`src/rtl/tx_intf_s_axis_to_pl_if.sv`:
```
// AXI-Stream link from the PS MM2S DMA into the TX packer.
// The master drives the data and qualifiers; the slave returns tready.
interface tx_intf_s_axis_to_pl_if #(
  parameter int DATA_WIDTH = 64
);
  logic [DATA_WIDTH-1:0] tdata;
  logic                  tvalid;
  logic                  tready;
  logic                  tlast;

  modport master (output tdata, output tvalid, output tlast, input tready);
  modport slave  (input tdata, input tvalid, input tlast, output tready);
endinterface

```
`src/rtl/tx_intf_s_axis_to_pl.sv`:
```
// TX DMA unpacker: splits the header word off the MM2S stream, forwards payload words,
// polices length/tlast consistency, aborts stalled packets and raises a delayed completion IRQ.
module tx_intf_s_axis_to_pl #(
  parameter int C_S00_AXIS_TDATA_WIDTH = 64,
  parameter int MAX_BIT_NUM_DMA_SYMBOL = 14,
  parameter int TIMEOUT_WIDTH          = 13
) (
  input  logic                                clk,
  input  logic                                rstn,
  tx_intf_s_axis_to_pl_if.slave               s_axis,
  input  logic                                tx_hold,
  input  logic                                ds_ready,
  output logic [C_S00_AXIS_TDATA_WIDTH-1:0]   data_to_tx,
  output logic                                data_valid_to_tx,
  output logic [15:0]                         pkt_len,
  output logic [7:0]                          pkt_rate,
  output logic [1:0]                          pkt_queue,
  output logic                                hdr_valid,
  output logic [MAX_BIT_NUM_DMA_SYMBOL-1:0]   num_dma_symbol,
  output logic                                len_err,
  output logic                                tlast_timeout,
  input  logic                                timeout_enable,
  input  logic [TIMEOUT_WIDTH-1:0]            timeout_top,
  input  logic                                tsf_pulse_1M,
  input  logic [14:0]                         count_top,
  output logic                                tx_pkt_intr
);

  typedef enum logic [2:0] {
    ST_WAIT_HDR = 3'd0,
    ST_PAYLOAD  = 3'd1,
    ST_DRAIN    = 3'd2,
    ST_DONE     = 3'd3,
    ST_RST_WAIT = 3'd4
  } state_t;

  typedef enum logic {
    IR_IDLE  = 1'b0,
    IR_COUNT = 1'b1
  } intr_state_t;

  state_t                              state_q, state_d;
  intr_state_t                         intr_state_q, intr_state_d;
  logic [MAX_BIT_NUM_DMA_SYMBOL-1:0]   word_cnt_q, word_cnt_d;
  logic [MAX_BIT_NUM_DMA_SYMBOL-1:0]   num_sym_q, num_sym_d;
  logic [TIMEOUT_WIDTH-1:0]            timer_q, timer_d;
  logic [2:0]                          rst_cnt_q, rst_cnt_d;
  logic [15:0]                         pkt_len_q, pkt_len_d;
  logic [7:0]                          pkt_rate_q, pkt_rate_d;
  logic [1:0]                          pkt_queue_q, pkt_queue_d;
  logic                                hdr_valid_q, hdr_valid_d;
  logic                                len_err_q, len_err_d;
  logic                                tlast_timeout_q, tlast_timeout_d;
  logic [C_S00_AXIS_TDATA_WIDTH-1:0]   data_q, data_d;
  logic                                data_valid_q, data_valid_d;
  logic [14:0]                         intr_cnt_q, intr_cnt_d;
  logic                                intr_q, intr_d;

  logic                                tready_s;
  logic                                beat_s;
  logic                                timeout_s;
  logic                                done_s;
  logic                                last_word_s;
  logic [MAX_BIT_NUM_DMA_SYMBOL-1:0]   hdr_words_s;
  logic [MAX_BIT_NUM_DMA_SYMBOL-1:0]   hdr_frac_s;
  logic [MAX_BIT_NUM_DMA_SYMBOL-1:0]   hdr_nsym_s;

  // Ready is gated by reset so no beat can be consumed while the block is held in reset.
  always_comb begin
    tready_s = 1'b0;
    if (!rstn) begin
      tready_s = 1'b0;
    end else begin
      case (state_q)
        ST_WAIT_HDR: tready_s = !tx_hold;
        ST_PAYLOAD:  tready_s = ds_ready;
        ST_DRAIN:    tready_s = 1'b1;
        default:     tready_s = 1'b0;
      endcase
    end
  end

  assign s_axis.tready = tready_s;
  assign beat_s        = s_axis.tvalid && tready_s;
  assign timeout_s     = timeout_enable && (timer_q > timeout_top);
  assign done_s        = (state_q == ST_DONE);
  assign last_word_s   = ((word_cnt_q + MAX_BIT_NUM_DMA_SYMBOL'(1'b1)) == num_sym_q);

  // Payload words = ceil(len / 8); the 13-bit quotient is zero-extended before the round-up.
  assign hdr_words_s = MAX_BIT_NUM_DMA_SYMBOL'(s_axis.tdata[15:3]);
  assign hdr_frac_s  = MAX_BIT_NUM_DMA_SYMBOL'(|s_axis.tdata[2:0]);
  assign hdr_nsym_s  = hdr_words_s + hdr_frac_s;

  // Next-state logic for the packet FSM and the independent interrupt-delay FSM.
  always_comb begin
    state_d         = state_q;
    word_cnt_d      = word_cnt_q;
    num_sym_d       = num_sym_q;
    timer_d         = timer_q;
    rst_cnt_d       = rst_cnt_q;
    pkt_len_d       = pkt_len_q;
    pkt_rate_d      = pkt_rate_q;
    pkt_queue_d     = pkt_queue_q;
    hdr_valid_d     = 1'b0;
    len_err_d       = 1'b0;
    tlast_timeout_d = 1'b0;
    data_d          = data_q;
    data_valid_d    = 1'b0;
    intr_state_d    = intr_state_q;
    intr_cnt_d      = intr_cnt_q;
    intr_d          = 1'b0;

    case (state_q)
      ST_WAIT_HDR: begin
        if (beat_s) begin
          pkt_len_d   = s_axis.tdata[15:0];
          pkt_rate_d  = s_axis.tdata[23:16];
          pkt_queue_d = s_axis.tdata[25:24];
          num_sym_d   = hdr_nsym_s;
          hdr_valid_d = 1'b1;
          word_cnt_d  = '0;
          timer_d     = '0;
          if (s_axis.tlast) begin
            if (hdr_nsym_s == '0) begin
              state_d = ST_DONE;
            end else begin
              len_err_d = 1'b1;
              state_d   = ST_WAIT_HDR;
            end
          end else if (hdr_nsym_s == '0) begin
            len_err_d = 1'b1;
            state_d   = ST_DRAIN;
          end else begin
            state_d = ST_PAYLOAD;
          end
        end else begin
          state_d = ST_WAIT_HDR;
        end
      end

      ST_PAYLOAD: begin
        if (beat_s) begin
          data_d       = s_axis.tdata;
          data_valid_d = 1'b1;
          word_cnt_d   = word_cnt_q + MAX_BIT_NUM_DMA_SYMBOL'(1'b1);
          timer_d      = '0;
          if (last_word_s) begin
            if (s_axis.tlast) begin
              state_d = ST_DONE;
            end else begin
              len_err_d = 1'b1;
              state_d   = ST_DRAIN;
            end
          end else if (s_axis.tlast) begin
            len_err_d = 1'b1;
            state_d   = ST_WAIT_HDR;
          end else begin
            state_d = ST_PAYLOAD;
          end
        end else if (timeout_s) begin
          tlast_timeout_d = 1'b1;
          rst_cnt_d       = '0;
          state_d         = ST_RST_WAIT;
        end else if (tsf_pulse_1M && !(&timer_q)) begin
          timer_d = timer_q + TIMEOUT_WIDTH'(1'b1);
        end else begin
          timer_d = timer_q;
        end
      end

      ST_DRAIN: begin
        if (beat_s) begin
          timer_d = '0;
          if (s_axis.tlast) begin
            state_d = ST_WAIT_HDR;
          end else begin
            state_d = ST_DRAIN;
          end
        end else if (timeout_s) begin
          tlast_timeout_d = 1'b1;
          rst_cnt_d       = '0;
          state_d         = ST_RST_WAIT;
        end else if (tsf_pulse_1M && !(&timer_q)) begin
          timer_d = timer_q + TIMEOUT_WIDTH'(1'b1);
        end else begin
          timer_d = timer_q;
        end
      end

      ST_DONE: begin
        state_d = ST_WAIT_HDR;
      end

      // Hold the stream off for eight cycles while the driver resets the DMA.
      ST_RST_WAIT: begin
        if (rst_cnt_q == 3'd7) begin
          state_d = ST_WAIT_HDR;
        end else begin
          rst_cnt_d = rst_cnt_q + 3'd1;
        end
      end

      default: begin
        state_d = ST_WAIT_HDR;
      end
    endcase

    // A completion arriving mid-count restarts the delay, coalescing into one interrupt.
    case (intr_state_q)
      IR_IDLE: begin
        if (done_s) begin
          intr_state_d = IR_COUNT;
          intr_cnt_d   = '0;
        end else begin
          intr_state_d = IR_IDLE;
        end
      end
      IR_COUNT: begin
        if (done_s) begin
          intr_cnt_d = '0;
        end else if (intr_cnt_q == count_top) begin
          intr_d       = 1'b1;
          intr_state_d = IR_IDLE;
        end else begin
          intr_cnt_d = intr_cnt_q + 15'd1;
        end
      end
      default: begin
        intr_state_d = IR_IDLE;
      end
    endcase
  end

  // State and output registers with synchronous active-low reset.
  always_ff @(posedge clk) begin
    if (!rstn) begin
      state_q         <= ST_WAIT_HDR;
      intr_state_q    <= IR_IDLE;
      word_cnt_q      <= '0;
      num_sym_q       <= '0;
      timer_q         <= '0;
      rst_cnt_q       <= '0;
      pkt_len_q       <= '0;
      pkt_rate_q      <= '0;
      pkt_queue_q     <= '0;
      hdr_valid_q     <= 1'b0;
      len_err_q       <= 1'b0;
      tlast_timeout_q <= 1'b0;
      data_q          <= '0;
      data_valid_q    <= 1'b0;
      intr_cnt_q      <= '0;
      intr_q          <= 1'b0;
    end else begin
      state_q         <= state_d;
      intr_state_q    <= intr_state_d;
      word_cnt_q      <= word_cnt_d;
      num_sym_q       <= num_sym_d;
      timer_q         <= timer_d;
      rst_cnt_q       <= rst_cnt_d;
      pkt_len_q       <= pkt_len_d;
      pkt_rate_q      <= pkt_rate_d;
      pkt_queue_q     <= pkt_queue_d;
      hdr_valid_q     <= hdr_valid_d;
      len_err_q       <= len_err_d;
      tlast_timeout_q <= tlast_timeout_d;
      data_q          <= data_d;
      data_valid_q    <= data_valid_d;
      intr_cnt_q      <= intr_cnt_d;
      intr_q          <= intr_d;
    end
  end

  assign data_to_tx       = data_q;
  assign data_valid_to_tx = data_valid_q;
  assign pkt_len          = pkt_len_q;
  assign pkt_rate         = pkt_rate_q;
  assign pkt_queue        = pkt_queue_q;
  assign hdr_valid        = hdr_valid_q;
  assign num_dma_symbol   = num_sym_q;
  assign len_err          = len_err_q;
  assign tlast_timeout    = tlast_timeout_q;
  assign tx_pkt_intr      = intr_q;

endmodule

```
`src/flat_wrapper.sv`:
```
// flat-port wrapper written by rule: the top's interface ports become plain ports
module tx_intf_s_axis_to_pl_flat 
#(
  parameter int C_S00_AXIS_TDATA_WIDTH = 64,
  parameter int MAX_BIT_NUM_DMA_SYMBOL = 14,
  parameter int TIMEOUT_WIDTH          = 13
)
  (clk, rstn, tx_hold, ds_ready, data_to_tx, data_valid_to_tx, pkt_len, pkt_rate, pkt_queue, hdr_valid, num_dma_symbol, len_err, tlast_timeout, timeout_enable, timeout_top, tsf_pulse_1M, count_top, tx_pkt_intr, s_axis_tdata, s_axis_tvalid, s_axis_tlast, s_axis_tready);
  tx_intf_s_axis_to_pl_if #(.DATA_WIDTH(64)) s_axis_i ();
  input  logic clk;
  input  logic rstn;
  input  logic tx_hold;
  input  logic ds_ready;
  output logic [C_S00_AXIS_TDATA_WIDTH-1:0] data_to_tx;
  output logic data_valid_to_tx;
  output logic [15:0] pkt_len;
  output logic [7:0] pkt_rate;
  output logic [1:0] pkt_queue;
  output logic hdr_valid;
  output logic [MAX_BIT_NUM_DMA_SYMBOL-1:0] num_dma_symbol;
  output logic len_err;
  output logic tlast_timeout;
  input  logic timeout_enable;
  input  logic [TIMEOUT_WIDTH-1:0] timeout_top;
  input  logic tsf_pulse_1M;
  input  logic [14:0] count_top;
  output logic tx_pkt_intr;
  input wire logic [$bits(s_axis_i.tdata)-1:0] s_axis_tdata;
  input wire logic [$bits(s_axis_i.tvalid)-1:0] s_axis_tvalid;
  input wire logic [$bits(s_axis_i.tlast)-1:0] s_axis_tlast;
  output wire logic [$bits(s_axis_i.tready)-1:0] s_axis_tready;
  assign s_axis_i.tdata = s_axis_tdata;
  assign s_axis_i.tvalid = s_axis_tvalid;
  assign s_axis_i.tlast = s_axis_tlast;
  assign s_axis_tready = s_axis_i.tready;
  tx_intf_s_axis_to_pl #(.C_S00_AXIS_TDATA_WIDTH(C_S00_AXIS_TDATA_WIDTH), .MAX_BIT_NUM_DMA_SYMBOL(MAX_BIT_NUM_DMA_SYMBOL), .TIMEOUT_WIDTH(TIMEOUT_WIDTH)) u_core (.clk(clk), .rstn(rstn), .s_axis(s_axis_i), .tx_hold(tx_hold), .ds_ready(ds_ready), .data_to_tx(data_to_tx), .data_valid_to_tx(data_valid_to_tx), .pkt_len(pkt_len), .pkt_rate(pkt_rate), .pkt_queue(pkt_queue), .hdr_valid(hdr_valid), .num_dma_symbol(num_dma_symbol), .len_err(len_err), .tlast_timeout(tlast_timeout), .timeout_enable(timeout_enable), .timeout_top(timeout_top), .tsf_pulse_1M(tsf_pulse_1M), .count_top(count_top), .tx_pkt_intr(tx_pkt_intr));
endmodule
```
`config.mk`:
```
export PLATFORM = sky130hd
export DESIGN_NAME = tx_intf_s_axis_to_pl_flat
export DESIGN_NICKNAME = d
export VERILOG_FILES = /design/src/rtl/tx_intf_s_axis_to_pl_if.sv /design/src/rtl/tx_intf_s_axis_to_pl.sv /design/src/flat_wrapper.sv
export SDC_FILE = /design/constraint.sdc
export NUM_CORES = 1
export LEC_CHECK = 0
export ABC_AREA = 1
export BUFFER_PORTS_ARGS = -buffer_cell sky130_fd_sc_hd__buf_4
export CAP_MARGIN = 10
export CELL_PAD_IN_SITES_DETAIL_PLACEMENT = 0
export CELL_PAD_IN_SITES_GLOBAL_PLACEMENT = 2
export CORE_MARGIN = 2
export CORE_UTILIZATION = 32
export CTS_BUF_LIST = sky130_fd_sc_hd__clkbuf_8
export DETAILED_ROUTE_END_ITERATION = 8
export PLACE_DENSITY_LB_ADDON = 0.1
export SYNTH_ARGS = -nofsm -noshare
export SYNTH_HDL_FRONTEND = slang
export SYNTH_SLANG_ARGS = --single-unit
```
`constraint.sdc`:
```
create_clock -name clk -period 5.5 [get_ports clk]
set_input_delay 0.275 -clock clk [delete_from_list [all_inputs] [get_ports clk]]
set_output_delay 0.275 -clock clk [all_outputs]
set_load 0.005 [all_outputs]
```
* Yosys cells after proc, flatten, opt, wreduce, memory -nomap -nowiden
Index checks and enable logic that the tools add are counted.
Storage, ports and cells: register bits after elaboration 158, bits in latches 0, RAM bits 0, bits in read-only memories 0, input bits 100, logic and storage cells 112, memories kept 0
Operators by class: $add $sub $neg 5, multiply operators 0, div/mod/pow operators 0, order comparisons 1, equal/unequal tests 17, shifts and indexed selects 0, multiplexer cells 47, bitwise logic cells 3, reduce and logical (&&, ||, !) cells 23
Operators with widths (number):
- $mux 13 | 4
- $mux 15 | 3
- $mux 3 | 10
- $pmux 15 s2 | 1
- $mux 14 | 2
- $pmux 14 s2 | 1
- $pmux 13 s2 | 1
- $mux 1 | 17
- $add 15x1->15 const B | 1
- $eq 15x15->1 | 1
- $add 13x1->14 | 1
- $add 14x1->14 const B | 1
- $eq 14x14->1 | 1
- $logic_not 14->1 | 1
- $add 13x1->13 const B | 1
- $gt 13x13->1 | 1
- $reduce_and 13->1 | 1
- $pmux 3 s4 | 1
- $ne 2x1->1 const B | 5
- $reduce_and 2->1 | 5
- $reduce_or 3->1 | 3
- $reduce_and 4->1 | 2
- $eq 3x2->1 const B | 2
- $eq 3x3->1 const B | 2
- 17 further kinds | 28

* Depth between registers and ports, before layout
depth after elaboration 7, depth in mapped cells 16

* Worst setup path after synthesis
OpenSTA, ideal clock, no wires.
path kind input-to-reg, start point input s_axis_tdata[0], end point register u_core.state_q[0], library setup time 132 ps, arrival time 2020 ps, required time 5368 ps, slack 3348 ps, stages 14, path through or3_1 ha_1 ha_1 nand2_1 nor2_1 nand3_1 xor2_1 nand3_1 nor2_1 nand3_1 nand3_1 nand2_1 inv_1 a21oi_1
Between the ends: longest elaborated chain between the ends 7, elaborated cells on any way between the ends 8
RTL lines:
- start, declared | line flat_wrapper.sv:28 | input wire logic [$bits(s_axis_i.tdata)-1:0] s_axis_tdata;
- $reduce_or 3->1 (*) | line tx_intf_s_axis_to_pl.sv:91 | assign hdr_frac_s = MAX_BIT_NUM_DMA_SYMBOL'(|s_axis.tdata[2:0]);
- $add 13x1->14 (*) | line tx_intf_s_axis_to_pl.sv:92 | assign hdr_nsym_s = hdr_words_s + hdr_frac_s;
- $logic_not 14->1 (*) | line tx_intf_s_axis_to_pl.sv:124, tx_intf_s_axis_to_pl.sv:130
- $mux 2 (on tied branches) | line tx_intf_s_axis_to_pl.sv:130, tx_intf_s_axis_to_pl.sv:124
- $mux 3 (*) | line tx_intf_s_axis_to_pl.sv:123 | if (s_axis.tlast) begin
- $mux 3 (*) | line tx_intf_s_axis_to_pl.sv:115 | if (beat_s) begin
- $pmux 3 s4 (*) | line tx_intf_s_axis_to_pl.sv:113 | case (state_q)
- end signal, assigned | line tx_intf_s_axis_to_pl.sv:254 | state_q <= state_d;
- end, declared | line tx_intf_s_axis_to_pl.sv:42 | state_t state_q, state_d;
Mark *: on every way between the ends. The rest lies on a longest branch, timed or not. A chain may end at the register's enable or synchronous reset.

* Worst setup path in the final report
start point register u_core.state_q[1], end point register u_core.data_q[3] (netlist: u_core.data_to_tx[3])
Between the ends: longest elaborated chain between the ends 5, elaborated cells on any way between the ends 7
RTL lines:
- $eq 3x2->1, or another cell as far along | line tx_intf_s_axis_to_pl.sv:74 | case (state_q)
- $pmux 1 s3 | line tx_intf_s_axis_to_pl.sv:74
- $mux 1 | line tx_intf_s_axis_to_pl.sv:71 | if (!rstn) begin
- $logic_and 1x1->1 | line tx_intf_s_axis_to_pl.sv:84 | assign beat_s = s_axis.tvalid && tready_s;
- $reduce_and 2->1 (no source line) (*)
- end signal, assigned | line tx_intf_s_axis_to_pl.sv:266 | data_q <= data_d;
- end, declared | line tx_intf_s_axis_to_pl.sv:54 | logic [C_S00_AXIS_TDATA_WIDTH-1:0] data_q, data_d;
Marked as above.

==> reports/metrics.csv <==
stage;metric;value;unit
sta;# setup viols final;0;
place;Port Buffer Count;209;
floorplanning;area of the core;0.02333;mm^2
clocking;worst skew pair latency;0.45;ns
synthesis;Async S/R FF share, synth;0;
place;detailed placer's ending HPWL;15320;um
global_route;largest net degree at the start of global routing;112;
detailed_routing;via count;7317;
worst_setup_path;Slowest-stage cell, CP;nor2_4;
sta;fmax;366.4;MHz
synthesis;Post-Syn Instances;1060;
global_route;first-pass GRT wire length;35600;um
global_route;grt ovf;0;
synthesis;FF+latch count, synth;158;
sta;TNS Setup;0;ns
cells_and_area;P&R area growth vs syn;28.88;%
sta;Max Transition Viols Final;0;
clocking;root buf cell;clkbuf_8;
worst_setup_path;Critical Path RT;5.88;ns
global_route;antenna violations before repair;0;
detailed_routing;Avg WL per Cell;13.92;um
clocking;htree depth;4;
worst_setup_path;largest fanout on the critical path;45;
sta;Max transition margin;0.2750;
cells_and_area;most frequent cells in the layout;nor2_1, buf_4, nand2_1, dfxtp_1, o21ai_0;
sta;fin crit period;2.729;ns
synthesis;Cell variety after synth;42;
synthesis;Net Count, Synth;1180;
worst_setup_path;crit path capture type;flop;
sta;worst-margin pin slew;1.088;ns
detailed_routing;DRC errors left;0;
cells_and_area;register area;0.003163;mm^2
detailed_routing;Pre-antenna DRT Iters;4;
clocking;total CTS buffers;17;
cells_and_area;Nets;1373;
clocking;TritonCTS clock tree;built;
power;leakage;4.487;nW
sta;count of final hold-check violations;0;
run_status;status;finished, final reports clean;
clocking;post-CTS setup repair buffer count;0;
worst_setup_path;CP Launch Type;flop;
power;Cell Pwr Density;233.0;mW/mm^2
floorplanning;IO Pins;210;
synthesis;register area share after synthesis;0.4174;
synthesis;main flop type after synthesis;dfxtp_1;
cells_and_area;Multi-input gate area;0.003908;mm^2
worst_setup_path;crit path DAT;3.11;ns
clocking;Clk pin slew, worst setup/hold paths;0.10;ns
floorplanning;DIE WIDTH;157.9;um
floorplanning;Initial Utilization;0.3248;
sta;clock skew;0.01345;ns
worst_setup_path;highest cell delay on the worst timing path;0.73;ns
synthesis;mapped cell area;0.007577;mm^2
cells_and_area;share of layout cells above drive strength 1;0.2172;
sta;Final period util;0.4962;
run;Max-Cap Viols;0;
detailed_routing;Final ANT Viol Nets;0;
clocking;CTS max path bufs;2;
synthesis;Ys Warns;0;
place;routability cong.;0.7526;
floorplanning;Die Span Y;157.9;um
detailed_routing;Vias per Instance;4.616;
cells_and_area;number of diodes;0;
worst_setup_path;critical path class;reg -> reg;
floorplanning;die outline area;0.02493;mm^2
detailed_routing;final WL;22070;um
hold_path;HP Class;in -> reg;
floorplanning;row count;56;
clocking;clock sinks;158;
cells_and_area;filler instances;2505;
power;maximum vdd drop;0.0001268;V
synthesis;Post-synth EDFFs;0;
power;post-layout power;2.275;mW
clocking;CTS-repair resized insts;0;
cells_and_area;leading cell type in the layout, fill and taps excluded;nor2_1;
sta;RSZ-0062 raised after global routing;no;
synthesis;average cell area after synthesis;7.148;um^2
global_route;vias in the first global route;7069;
global_route;gr usage total;0.1798;
detailed_routing;DRT iter0 DRCs;338;
worst_setup_path;worst-path cell chain;nor2_4 -> nand2_2 -> o211ai_2 -> nand2_2 -> inv_4 -> nand2_8 -> nor2_4 -> buf_4 -> o21ai_0 -> nor2_1;
layer usage:
metal	wire length [um]	part of all wire	up-vias	GRT usage
met1	10240	0.46	3321	0.2266
met3	1532	0.069	4	0.06543
met2	10200	0.46	144	0.2965
met5	0	0	-	0
met4	98	0.0044	0	0.03463
li1	-	-	3848	-
critical path, delay by kind of cell, from the launching register on:
| family | cells | cell delay (ns) |
|---|---|---|
| AND/OR/NAND/NOR | 6 | 1.33 |
| flip-flops | 1 | 0.37 |
| buffers and inverters | 2 | 0.64 |
| AO/OA/AOI/OAI | 2 | 0.30 |
sequential cells by signal, summed over array words and instances (netlist names):
name / cells
u_core.len_err: 1
u_core.tx_pkt_intr: 1
u_core.data_to_tx: 64
u_core.state_q: 3
u_core.pkt_len: 16
u_core.rst_cnt_q: 3
u_core.timer_q: 13
u_core.word_cnt_q: 14
u_core.num_dma_symbol: 14
u_core.hdr_valid: 1
u_core.intr_cnt_q: 15
u_core.tlast_timeout: 1
u_core.data_valid_to_tx: 1
u_core.pkt_queue: 2
u_core.pkt_rate: 8
u_core.intr_state_q: 1
through the flow:
step | std cells | hold slack [ns] | worst slack, ns | util | area, um^2
after global placement | 1551 | 0.4632 | 2.777 | 0.4021 | 9383
final | 1585 | 0.03805 | 2.771 | 0.4185 | 9766
after CTS | 1584 | 0.001069 | 2.705 | 0.4181 | 9756
after global routing | 1585 | 0.001020 | 2.395 | 0.4185 | 9766
after detailed placement | 1551 | 0.4721 | 2.722 | 0.4021 | 9383
after floorplan | 1060 | 0.4099 | 3.348 | - | 7577
synth_stat cells, types with 11 or more instances:
| library cell | n | area share |
|---|---|---|
| nand2_1 | 159 | 0.079 |
| nor2_1 | 240 | 0.12 |
| o21ai_0 | 115 | 0.076 |
| xor2_1 | 29 | 0.034 |
| xnor2_1 | 11 | 0.013 |
| clkbuf_1 | 22 | 0.011 |
| dfxtp_1 | 158 | 0.42 |
| ha_1 | 20 | 0.033 |
| buf_2 | 11 | 0.0073 |
| nand4_1 | 15 | 0.012 |
| inv_1 | 77 | 0.038 |
| nand3_1 | 70 | 0.046 |
| a21oi_1 | 62 | 0.041 |
kinds of logic after synthesis:
kind of cell | Yosys count | synth area share
AOI/OAI and AO/OA | 199 | 0.1422
xor gates and xnor gates | 41 | 0.04921
adders and majority gates | 20 | 0.03303
buffers and inverters | 124 | 0.06688
DFF | 158 | 0.4174
and+or+nand+nor | 518 | 0.2913
timing repair:
item,in CTS,in global routing
hold endpoints to repair,1,1
hold buffers,1,1
endpoints found under the setup margin,0,0
final cells by class:
cell class	count	area share
multi-input cells	778	0.4001
well taps	319	0.04087
flip-flops and latches	158	0.3239
repair buffers	215	0.1658
clock inverters	15	0.01320
clock buffers	17	0.02396
inverters	83	0.03216
where the power goes:
part           switching (mW)  internal (mW)
clock network           0.502          0.330
registers              0.0227           1.17
logic                   0.131          0.119
total                   0.656           1.62
final timing paths:
check                                         start                     to  slack (ns)  depth (start not counted)
worst min register to register  u_core.rst_cnt_q[2]    u_core.rst_cnt_q[2]        0.48                          2
worst max-delay path              u_core.state_q[1]   u_core.data_to_tx[3]        2.77                         10
worst min-delay path               s_axis_tdata[29]  u_core.data_to_tx[29]        0.04                          3
worst max register to register    u_core.state_q[1]   u_core.data_to_tx[3]        2.77                         10
No activity file was read; power rests on OpenSTA's default activity.
